## src/rtl/imit_enc_array.sv

```systemverilog
// Multi-channel quadrature encoder imitator: step/dir strobes are buffered in a
// signed pending counter and replayed as dwell-paced A/B/Z edges.
module imit_enc_array #(
  parameter int CH      = 2,
  parameter int PEND_W  = 8,
  parameter int DWELL_W = 16,
  parameter int CPR     = 1000
) (
  input  logic               clk,
  input  logic               aclr_n,
  input  logic [CH-1:0]      sclr,
  input  logic [CH-1:0]      step,
  input  logic [CH-1:0]      dir,
  input  logic [DWELL_W-1:0] dwell,
  output logic [CH-1:0]      A,
  output logic [CH-1:0]      B,
  output logic [CH-1:0]      Z,
  output logic [CH-1:0]      ovf,
  output logic [CH-1:0]      busy
);

  localparam int EW = (4 * CPR > 2) ? $clog2(4 * CPR) : 1;
  localparam logic [EW-1:0] E_LAST = EW'(4 * CPR - 1);
  localparam logic signed [PEND_W-1:0] P_MAX = {1'b0, {(PEND_W-1){1'b1}}};
  localparam logic signed [PEND_W-1:0] P_MIN = -P_MAX;

  genvar gi;
  generate
    for (gi = 0; gi < CH; gi++) begin : g_ch
      logic signed [PEND_W-1:0] pend_q, pend_d;
      logic [DWELL_W-1:0]       dcnt_q, dcnt_d;
      logic [1:0]               p_q, p_d;
      logic [EW-1:0]            e_q, e_d;
      logic                     ovf_q, ovf_d;
      logic                     a_q, a_d, b_q, b_d, z_q, z_d;
      logic                     emit, fwd_em, s_up, s_dn, drop;

      always_comb begin
        emit   = (pend_q != '0) && (dcnt_q == '0);
        fwd_em = ~pend_q[PEND_W-1];
        s_up   = step[gi] & dir[gi];
        s_dn   = step[gi] & ~dir[gi];
        // A step at the limit survives only if a same-direction edge frees a slot
        drop   = (s_up && (pend_q == P_MAX) && !(emit && fwd_em)) ||
                 (s_dn && (pend_q == P_MIN) && !(emit && !fwd_em));

        pend_d = pend_q;
        if (s_up && !drop) pend_d = pend_d + PEND_W'(1);
        if (s_dn && !drop) pend_d = pend_d - PEND_W'(1);
        if (emit)          pend_d = fwd_em ? pend_d - PEND_W'(1) : pend_d + PEND_W'(1);

        ovf_d  = ovf_q | drop;
        dcnt_d = emit ? dwell : ((dcnt_q != '0) ? dcnt_q - DWELL_W'(1) : dcnt_q);

        p_d = p_q;
        e_d = e_q;
        if (emit) begin
          if (fwd_em) begin
            p_d = p_q + 2'd1;
            e_d = (e_q == E_LAST) ? '0 : e_q + EW'(1);
          end else begin
            p_d = p_q - 2'd1;
            e_d = (e_q == '0) ? E_LAST : e_q - EW'(1);
          end
        end

        if (sclr[gi]) begin
          pend_d = '0;
          dcnt_d = '0;
          p_d    = '0;
          e_d    = '0;
          ovf_d  = 1'b0;
        end

        // Outputs come straight from the next phase so they register glitch-free
        a_d = p_d[1] ^ p_d[0];
        b_d = p_d[1];
        z_d = (e_d == '0);
      end

      always_ff @(posedge clk or negedge aclr_n) begin
        if (!aclr_n) begin
          pend_q <= '0;
          dcnt_q <= '0;
          p_q    <= '0;
          e_q    <= '0;
          ovf_q  <= 1'b0;
          a_q    <= 1'b0;
          b_q    <= 1'b0;
          z_q    <= 1'b1;
        end else begin
          pend_q <= pend_d;
          dcnt_q <= dcnt_d;
          p_q    <= p_d;
          e_q    <= e_d;
          ovf_q  <= ovf_d;
          a_q    <= a_d;
          b_q    <= b_d;
          z_q    <= z_d;
        end
      end

      assign A[gi]    = a_q;
      assign B[gi]    = b_q;
      assign Z[gi]    = z_q;
      assign ovf[gi]  = ovf_q;
      assign busy[gi] = (pend_q != '0);
    end
  endgenerate

endmodule

```

## config.mk

```make
export PLATFORM = sky130hd
export DESIGN_NAME = imit_enc_array
export DESIGN_NICKNAME = d
export VERILOG_FILES = /design/src/rtl/imit_enc_array.sv
export SDC_FILE = /design/constraint.sdc
export NUM_CORES = 1
export LEC_CHECK = 0
export BUFFER_PORTS_ARGS = -buffer_cell sky130_fd_sc_hd__buf_4
export CAP_MARGIN = 20
export CORE_MARGIN = 3
export CORE_UTILIZATION = 35
export CTS_BUF_LIST = sky130_fd_sc_hd__clkbuf_2 sky130_fd_sc_hd__clkbuf_4 sky130_fd_sc_hd__clkbuf_8
export CTS_CLUSTER_DIAMETER = 100
export CTS_CLUSTER_SIZE = 20
export DETAILED_ROUTE_END_ITERATION = 8
export MAX_ROUTING_LAYER = met4
export PLACE_DENSITY_LB_ADDON = 0.12
export SLEW_MARGIN = 20
export SYNTH_ARGS = -nofsm -noshare
export SYNTH_HDL_FRONTEND = slang
export SYNTH_SLANG_ARGS = --single-unit
```

## constraint.sdc

```tcl
create_clock -name clk -period 5.55 [get_ports clk]
set_input_delay 1.11 -clock clk [delete_from_list [all_inputs] [get_ports clk]]
set_output_delay 1.11 -clock clk [all_outputs]
set_load 0.02 [all_outputs]
```

# [Word-level counts from Yosys, hierarchy flattened]
# Index checks and enable logic that the tools add are counted.
[word_totals] register_bits=84 inputBits=24 output_inout_bits=10 wordCells=124
[op_classes] addsub=18 eq_ne=6 muxes=34 n_bitwise=12 reduce_logical=38
[ops] operator="$mux 12" count=10
[ops] operator="$mux 16" count=6
[ops] operator="$mux 8" count=10
[ops] operator="$logic_not 12->1" count=4
[ops] operator="$add 8x2->8 const B" count=4
[ops] operator="$eq 8x8->1 const B" count=4
[ops] operator="$logic_not 16->1" count=2
[ops] operator="$reduce_bool 16->1" count=2
[ops] operator="$sub 16x1->16 const B" count=2
[ops] operator="$sub 8x2->8 const B" count=4
[ops] operator="$add 12x1->12 const B" count=2
[ops] operator="$eq 12x12->1 const B" count=2
[ops] operator="$sub 12x1->12 const B" count=2
[ops] operator="$logic_and 1x1->1" count=18
[ops] operator="$reduce_bool 8->1" count=2
[ops] operator="$mux 2" count=6
[ops] operator="$logic_not 1->1" count=6
[ops] operator="$reduce_bool 3->1" count=2
[ops] operator="$add 2x1->2 const B" count=2
[ops] operator="$and 1x1->1" count=4
[ops] operator="$not 1->1" count=4
[ops] operator="$sub 2x1->2 const B" count=2
[ops] operator="$logic_or 1x1->1" count=2
[ops] operator="$mux 1" count=2
[ops] operator="2 further kinds" count=4

# [Depth between registers and ports, before layout]
# Gate-level depths: netlist of the first run.
[depth] word_depth=15 mapped_depth=17 ltp_nobuf=16

# [Worst setup path before layout of the first run]
# Ideal clock, no wire load.
[synth_path] kind="input-to-reg" from="in dir[1]" to="reg g_ch[1].pend_q[7]" setup_time_ns=0.125 arrival_time_ns=4.134 required_ns=5.425 slack_ns=1.291 path_stages=15 path_buffers=1 cell_sequence="and3_1 and4_1 o32ai_1 and2_1 clkbuf_1 a21oi_1 o221ai_1 inv_1 ha_1 nand3_1 mux2i_1 a2111oi_2 o31ai_1 mux2i_1 mux2_2"
[synth_between] elab_chain_len=14 word_cells_on_any_way=19 classes_between="3 x add/sub; 5 x mux; 3 x bitwise; 8 x reduce/logical"
[synth_rtl] item="from (decl)" line="13" text="input logic [CH-1:0] dir,"
[synth_rtl] item="$not 1->1" line="42" text="s_dn = step[gi] & ~dir[gi];"
[synth_rtl] item="$and 1x1->1" line="42"
[synth_rtl] item="$logic_and 1x1->1 (2 in a row)" line="45" text="(s_dn && (pend_q == P_MIN) && !(emit && !fwd_em));"
[synth_rtl] item="$logic_or 1x1->1" line="44" text="drop = (s_up && (pend_q == P_MAX) && !(emit && fwd_em)) ||"
[synth_rtl] item="$logic_not 1->1" line="48, 49"
[synth_rtl] item="$logic_and 1x1->1" line="48" text="if (s_up && !drop) pend_d = pend_d + PEND_W'(1);"
[synth_rtl] item="$mux 8" line="48"
[synth_rtl] item="$sub 8x2->8" line="49" text="if (s_dn && !drop) pend_d = pend_d - PEND_W'(1);"
[synth_rtl] item="$mux 8 *" line="49"
[synth_rtl] item="$sub 8x2->8 / $add 8x2->8 (equally long branches)" line="50" text="if (emit) pend_d = fwd_em ? pend_d - PEND_W'(1) : pend_d + PEND_W'(1);"
[synth_rtl] item="$mux 8" line="50"
[synth_rtl] item="$mux 8 *" line="50"
[synth_rtl] item="$mux 8 *" line="67" text="if (sclr[gi]) begin"
[synth_rtl] item="net g_ch[1].pend_d[7]" line="30" text="logic signed [PEND_W-1:0] pend_q, pend_d;"
[synth_rtl] item="to (signal assigned)" line="92" text="pend_q <= pend_d;"
[synth_rtl] item="to (decl)" line="30"
# The timed path passes the listed nets; every way through them passes the cells marked *.
# A chain may end at the register's enable or synchronous reset.

# [Worst setup path in the final report of the first run]
[layout_path] from="reg g_ch[1].dcnt_q[7]" to="reg g_ch[1].pend_q[7]"
[layout_between] elab_chain_len=15 word_cells_on_any_way=20 classes_between="3 x add/sub; 5 x mux; 12 x reduce/logical"
[layout_rtl] item="from (decl)" line="31" text="logic [DWELL_W-1:0] dcnt_q, dcnt_d;"
[layout_rtl] item="from (signal assigned)" line="93" text="dcnt_q <= dcnt_d;"
[layout_rtl] item="$logic_not 16->1 *" line="39" text="emit = (pend_q != '0) && (dcnt_q == '0);"
[layout_rtl] item="$logic_and 1x1->1 *" line="39"
[layout_rtl] item="$logic_and 1x1->1 (on tied branches)" line="44, 45"
[layout_rtl] item="$logic_not 1->1 (on tied branches)" line="44, 45"
[layout_rtl] item="$logic_and 1x1->1 (on tied branches)" line="44, 45"
[layout_rtl] item="$logic_or 1x1->1" line="44"
[layout_rtl] item="$logic_not 1->1" line="48, 49"
[layout_rtl] item="$logic_and 1x1->1" line="48"
[layout_rtl] item="$mux 8" line="48"
[layout_rtl] item="$sub 8x2->8" line="49"
[layout_rtl] item="$mux 8" line="49"
[layout_rtl] item="$sub 8x2->8 / $add 8x2->8 (equally long branches)" line="50"
[layout_rtl] item="$mux 8" line="50"
[layout_rtl] item="$mux 8 *" line="50"
[layout_rtl] item="$mux 8 *" line="67"
[layout_rtl] item="net g_ch[1].pend_d[7]" line="30"
# Marked as above.

==> flow_metrics.tcl, run 1 <==
set metrics [dict create \
    status "completed" \
    p_total_mw 4.369 \
    power_density_nw_per_um2 611.9 \
    ctsHoldBuffers 0 \
    rsz0062_at_grt "false" \
    synth_area_um2 6590 \
    slew_headroom 0.3722 \
    multi_input_area_um2 4116 \
    pin_count 34 \
    worstSetupPathType "flip-flop to flip-flop" \
    synthTopCellsByCount "nor2_1 (106), dfrtp_1 (80), nand2_1 (59)" \
    die_w_um 143.2 \
    drt_pass1_iterations 5 \
    layout-drive-gt1-share 0.1023 \
    fin_skew_ps 19.42 \
    yosysTopAreaCell "dfrtp_1" \
    nets 860 \
    cts_buffers 9 \
    grt_first_pass_wirelength_mm 29.73 \
    place.gp.congestion 0.8745 \
    cts_sinks 82 \
    fin_crit_sh 0.8139 \
    whs_ps 540.6 \
    synth_top_area_frac 0.3038 \
    synthTopCellsByArea "dfrtp_1 (30%), xnor2_1 (6.1%), nor2_1 (6.0%)" \
    critPathRequiredTime_ps 5810 \
    post_cts_buffers 0 \
    ys_seq_area_frac 0.3118 \
    syn_avg_cell_area_um2 8.066 \
    synthArstFlopShare 1.000 \
    cp-start-kind "flip-flop" \
    crit_chain "nor4_4, nand3_1, o32ai_1, and2_1, a21oi_1, o221ai_1, inv_1, ha_1, nand4_1, mux2i_1, a2111oi_2, o31ai_1, mux2i_1, mux2_2" \
    syn-num-nets 871 \
    diodes 0 \
    cpPeakStageDelay_ps 660 \
    initial_core_util 0.3619 \
    cts.reportedPaths.clkPinSlew_ps 100 \
    hp-class "flip-flop to flip-flop" \
    drcViolationCount 0 \
    ir_worst_vdd_mv 0.2407 \
    finalCriticalPeriod_ps 4517 \
    path_delay_family "compound AO/OA/AOI/OAI gates" \
    antenna_found_initial 0 \
    num_vias 5943 \
    grt_max_degree 54 \
    fin_tns_setup_ps 0 \
    grt_pass1_vias 5849 \
    clkLatencyLatePin_ps 380 \
    p_leak_nw 2.947 \
    seqCellArea_um2 2054 \
    worst_pin_slew_ps 934.0 \
    coreArea_um2 18210 \
    fin_util 0.3921 \
    maxCapViolations 0 \
    routed_wl_mm 17.60 \
    synth.yosys.warnings 0 \
    synth_edf_count 0 \
    synth-seq-cells 82 \
    cts_tree "yes" \
    gr-usage-all-layers 0.1827 \
    worst-path-max-fanout 10 \
    portBuffers 33 \
    setup_violations 0 \
    path_buf_inv 1 \
    yosysMostFrequentCell "nor2_1" \
    fmax_ghz 0.2214 \
    syn-instance-count 817 \
    cpMostUsedCell "mux2i_1" \
    viasPerCell 5.714 \
    postCtsResizedCells 0 \
    critPathArrivalTime_ps 4780 \
    grt_overflow 0 \
    design_area_um2 7139 \
    maxSlewViolCount 0 \
    finalHoldViolCount 0 \
    fill_cells 1872 \
    fp.dieH_um 143.2 \
    initialDrtViolationCount 383 \
    synthFlopType "dfrtp_1" \
    htree_levels 3 \
    end_kind "flip-flop" \
    area_growth_pct 8.335 \
    cts-root-buf "clkbuf_8" \
    placed_area_um2 6905 \
    ant_nets 0 \
    num_rows 49 \
    synth_cell_type_count 70 \
    wire_per_inst_um 16.92 \
    crit_slowest_cell "o32ai_1" \
    dp_hpwl_mm 12.25 \
    die-area_um2 20510 \
    cts_max_path_buffers 2 \
]
-- logic make-up (layout without fill, tap and decap cells) --
group,count (synthesis),after routing,share of synthesized area
fa+ha+maj,30,30,0.05924
buf+inv,101,95,0.06645
simple gates,343,343,0.2668
flops,82,82,0.3118
xor+xnor,61,61,0.08107
compound gates,190,190,0.1990
mux,10,10,0.01576
-- area by class of cell --
cell class,count,share of cell area
multi-input combinational,634,0.5766
sequential,82,0.2878
timing repair buffer,42,0.04416
tap,229,0.04013
inverter,37,0.01945
clock buffer,9,0.01735
clock inverter,7,0.01455
-- path summary, 6_finish.rpt --
path | start | endpoint | slack, ps | cells past startpoint
worst max-delay path | g_ch[1].dcnt_q[7]$_DFFE_PN0P_ | g_ch[1].pend_q[7]$_DFF_PN0_ | 1030 | 14
worst min-delay path | g_ch[0].ovf_q$_DFF_PN0_ | g_ch[0].ovf_q$_DFF_PN0_ | 540 | 2
worst max register to register | g_ch[1].dcnt_q[7]$_DFFE_PN0P_ | g_ch[1].pend_q[7]$_DFF_PN0_ | 1030 | 14
worst min register to register | g_ch[0].ovf_q$_DFF_PN0_ | g_ch[0].ovf_q$_DFF_PN0_ | 540 | 2
max in group asynchronous | aclr_n | g_ch[1].z_q$_DFF_PN1_ | 3830 | 2
min in group asynchronous | aclr_n | g_ch[0].e_q[2]$_DFF_PN0_ | 780 | 1
-- through the flow --
stage / instances / setup WS, ps
after floorplan: 817 / 1291
final: 1040 / 1033
after global placement: 1024 / 972.5
after detailed placement: 1024 / 879.2
after CTS: 1040 / 1007
after global routing: 1040 / 550.6
-- state kept, by name, indices dropped and copies added, names as in the netlist --
register,flops
g_ch.pend_q,16
g_ch.p_q,2
g_ch.e_q,24
g_ch.b_q,2
g_ch.z_q,2
g_ch.ovf_q,2
g_ch.a_q,2
g_ch.dcnt_q,32
-- per-layer routing --
layer / GRT usage / vias to the layer above / share of wire
li1: - / 2925 / -
met1: 0.2460 / 2887 / 0.49
met2: 0.2826 / 112 / 0.47
met3: 0.03684 / 19 / 0.034
met4: 0.04658 / 0 / 0.012
met5: - / - / 0
-- tightest hold or removal path: stages (launching register included) --
cell and delay (ps):
dfrtp_1 370, nor2_1 50, nor2_1 90
-- cells in the final DEF (no fill, tap or decap), types with 5 or more instances in the layout --
| master | instances |
|---|---|
| nor2_1 | 106 |
| dfrtp_1 | 80 |
| nand2_1 | 59 |
| a21oi_1 | 47 |
| xnor2_1 | 46 |
| buf_4 | 42 |
| inv_1 | 36 |
| a211oi_1 | 32 |
| nor3_1 | 29 |
| o21ai_0 | 29 |
| nand3_1 | 28 |
| ha_1 | 28 |
| nand4_1 | 18 |
| xor2_1 | 15 |
| or3_1 | 14 |
| nor4_1 | 11 |
| a31oi_1 | 10 |
| and3_1 | 10 |
| a221oi_1 | 9 |
| clkbuf_8 | 9 |
| nor2b_1 | 8 |
| or4_1 | 8 |
| nand2b_1 | 8 |
| and4_1 | 7 |
| nand3b_1 | 7 |
| and2_1 | 7 |
| o31ai_1 | 7 |
| a311oi_1 | 7 |
| mux2i_1 | 7 |
| a21o_1 | 6 |
| o22ai_1 | 5 |
| or2_2 | 5 |
| inv_6 | 5 |
-- where the power goes --
group | switching (mW) | internal [mW] | total, mW
clock network | 0.263 | 0.262 | 0.525
logic | 1.59 | 1.15 | 2.74
registers | 0.298 | 0.806 | 1.10
Power figures use the tool's default switching activity.
==> inputs of run 2 (changes only) <==
clock period = 4.1 ns   (was 5.55 ns; I/O delays follow)
==> run 2 against run 1 <==
  * Sequential share of layout area fell by 0.87 points
  * Clock power rose by 22%
  * First-iteration DRC count rose by 9.7%
  * Wire length rose by 1.4%
  * Critical path depth fell by 1
  * Power rose by 40%
  * Sequential power rose by 35%
  * Critical endpoint is now g_ch[0].pend_q[7]$_DFF_PN0_
==> flow_metrics.tcl, run 2 (same netlist as run 1, synthesis figures left out) <==
set metrics [dict create \
    status "completed" \
    area_growth_pct 11.77 \
    die-area_um2 20510 \
    dp_slack_ps -10.27 \
    initialDrtViolationCount 420 \
    ctsHoldBuffers 0 \
    worst-path-max-fanout 6 \
    critPathRequiredTime_ps 4400 \
    coreArea_um2 18210 \
    setup_violations 0 \
    diodes 0 \
    htree_levels 3 \
    wire_per_inst_um 16.78 \
    clkLatencyLatePin_ps 380 \
    grt_overflow 0 \
    initial_core_util 0.3619 \
    cp-start-kind "flip-flop" \
    mostFrequentLayoutCell "nor2_1" \
    finalCriticalPeriod_ps 3933 \
    num_rows 49 \
    p_total_mw 6.105 \
    fin_util 0.4045 \
    grt_first_pass_wirelength_mm 29.81 \
    ant_nets 0 \
    cts-root-buf "clkbuf_8" \
    portBuffers 33 \
    critPathArrivalTime_ps 4230 \
    grt_max_degree 50 \
    cts_max_path_buffers 2 \
    dp_hpwl_mm 12.66 \
    maxSlewViolCount 0 \
    fp.dieH_um 143.2 \
    slew_headroom 0.5447 \
    gr-usage-all-layers 0.1837 \
    cts_tree "yes" \
    grt_pass1_vias 5862 \
    finalHoldViolCount 0 \
    pin_count 34 \
    end_kind "flip-flop" \
    layout-drive-gt1-share 0.1403 \
    postLayoutSetupSlackWorst_ps 167.1 \
    worstSetupPathType "flip-flop to flip-flop" \
    largest_register_ff_count 32 \
    rsz0062_at_grt "false" \
    antenna_found_initial 0 \
    drcViolationCount 0 \
    routed_wl_mm 17.84 \
    die_w_um 143.2 \
    place.gp.congestion 0.9421 \
    maxCapViolations 0 \
    fin_tns_setup_ps 0 \
    fin_crit_sh 0.9592 \
    cts.reportedPaths.clkPinSlew_ps 100 \
    fmax_ghz 0.2543 \
    hp-class "input pin to async pin" \
    fill_cells 1860 \
    drt_pass1_iterations 4 \
    reg.largest.list "g_ch.dcnt_q (32), g_ch.e_q (24), g_ch.pend_q (16)" \
    power_density_nw_per_um2 828.8 \
    fin_skew_ps 16.44 \
    cts_sinks 82 \
    worst_pin_slew_ps 674.0 \
    nets 883 \
    top_register "g_ch.dcnt_q" \
    num_vias 6079 \
    viasPerCell 5.719 \
    p_leak_nw 3.057 \
    cts_buffers 9 \
    final_cell_mix "nor2_1 (106), dfrtp_1 (79), buf_4 (65)" \
    ir_worst_vdd_mv 0.3492 \
]
## run 2: per-stage QoR
stage                     cells  hold slack, ps  cell area, um2
after floorplan             817           467.5            6590
after global placement     1045           500.4            7057
after detailed placement   1045           500.8            7057
after CTS                  1061           479.9            7271
after global routing       1063           506.3            7366
final                      1063           460.1            7366
## run 2: what timing repair did
item / 4_1_cts / 5_1_grt
setup endpoints to repair: 1 / 6
pin swaps: 0 / 3
resized for setup: 1 / 14
gates cloned: 0 / 0
buffers inserted: 0 / 2
## run 2: per-layer routing
metal  GRT usage  up-vias  part of all wire
met5           -        -                 0
met2      0.2933      130              0.48
li1            -     2977                 -
met4     0.05005        0             0.017
met3     0.03081       21             0.038
met1      0.2423     2951              0.47
## run 2: path summary, 6_finish.rpt
| check | from | endpoint | slack [ps] | depth (start not counted) |
|---|---|---|---|---|
| max | g_ch[0].pend_q[3]$_DFF_PN0_ | g_ch[0].pend_q[7]$_DFF_PN0_ | 170 | 13 |
| min | aclr_n | g_ch[0].e_q[2]$_DFF_PN0_ | 460 | 1 |
| max reg2reg | g_ch[0].pend_q[3]$_DFF_PN0_ | g_ch[0].pend_q[7]$_DFF_PN0_ | 170 | 13 |
| min reg2reg | g_ch[1].ovf_q$_DFF_PN0_ | g_ch[1].ovf_q$_DFF_PN0_ | 530 | 2 |
| max in group asynchronous | aclr_n | g_ch[1].z_q$_DFF_PN1_ | 2820 | 2 |
| min in group clk | g_ch[1].ovf_q$_DFF_PN0_ | g_ch[1].ovf_q$_DFF_PN0_ | 530 | 2 |
## run 2: power breakdown
group	switching, mW	internal, mW	total, mW
Combinational	2.24	1.75	3.99
Clock	0.349	0.292	0.641
Sequential	0.384	1.09	1.48
Total	2.97	3.13	6.10
## run 2: area by class of cell
cell class	instances	area [um2]	area share
Inverter	37	138.9	0.01886
Multi-Input combinational cell	634	4189	0.5687
Clock inverter	7	83.83	0.01138
Clock buffer	9	123.9	0.01682
Sequential cell	82	2056	0.2791
Timing Repair Buffer	65	488.0	0.06625
Tap cell	229	286.5	0.03890
## run 2: worst max-delay path, stage by stage (launching register included)
cell,delay (ps)
dfrtp_1,440
or4_1,550
or4b_4,550
a31oi_4,270
o21ai_1,130
a21oi_1,250
a21oi_1,120
xnor2_1,160
ha_1,220
or2_2,310
or4_4,430
nand3_2,100
a221o_1,150
mux2i_1,170
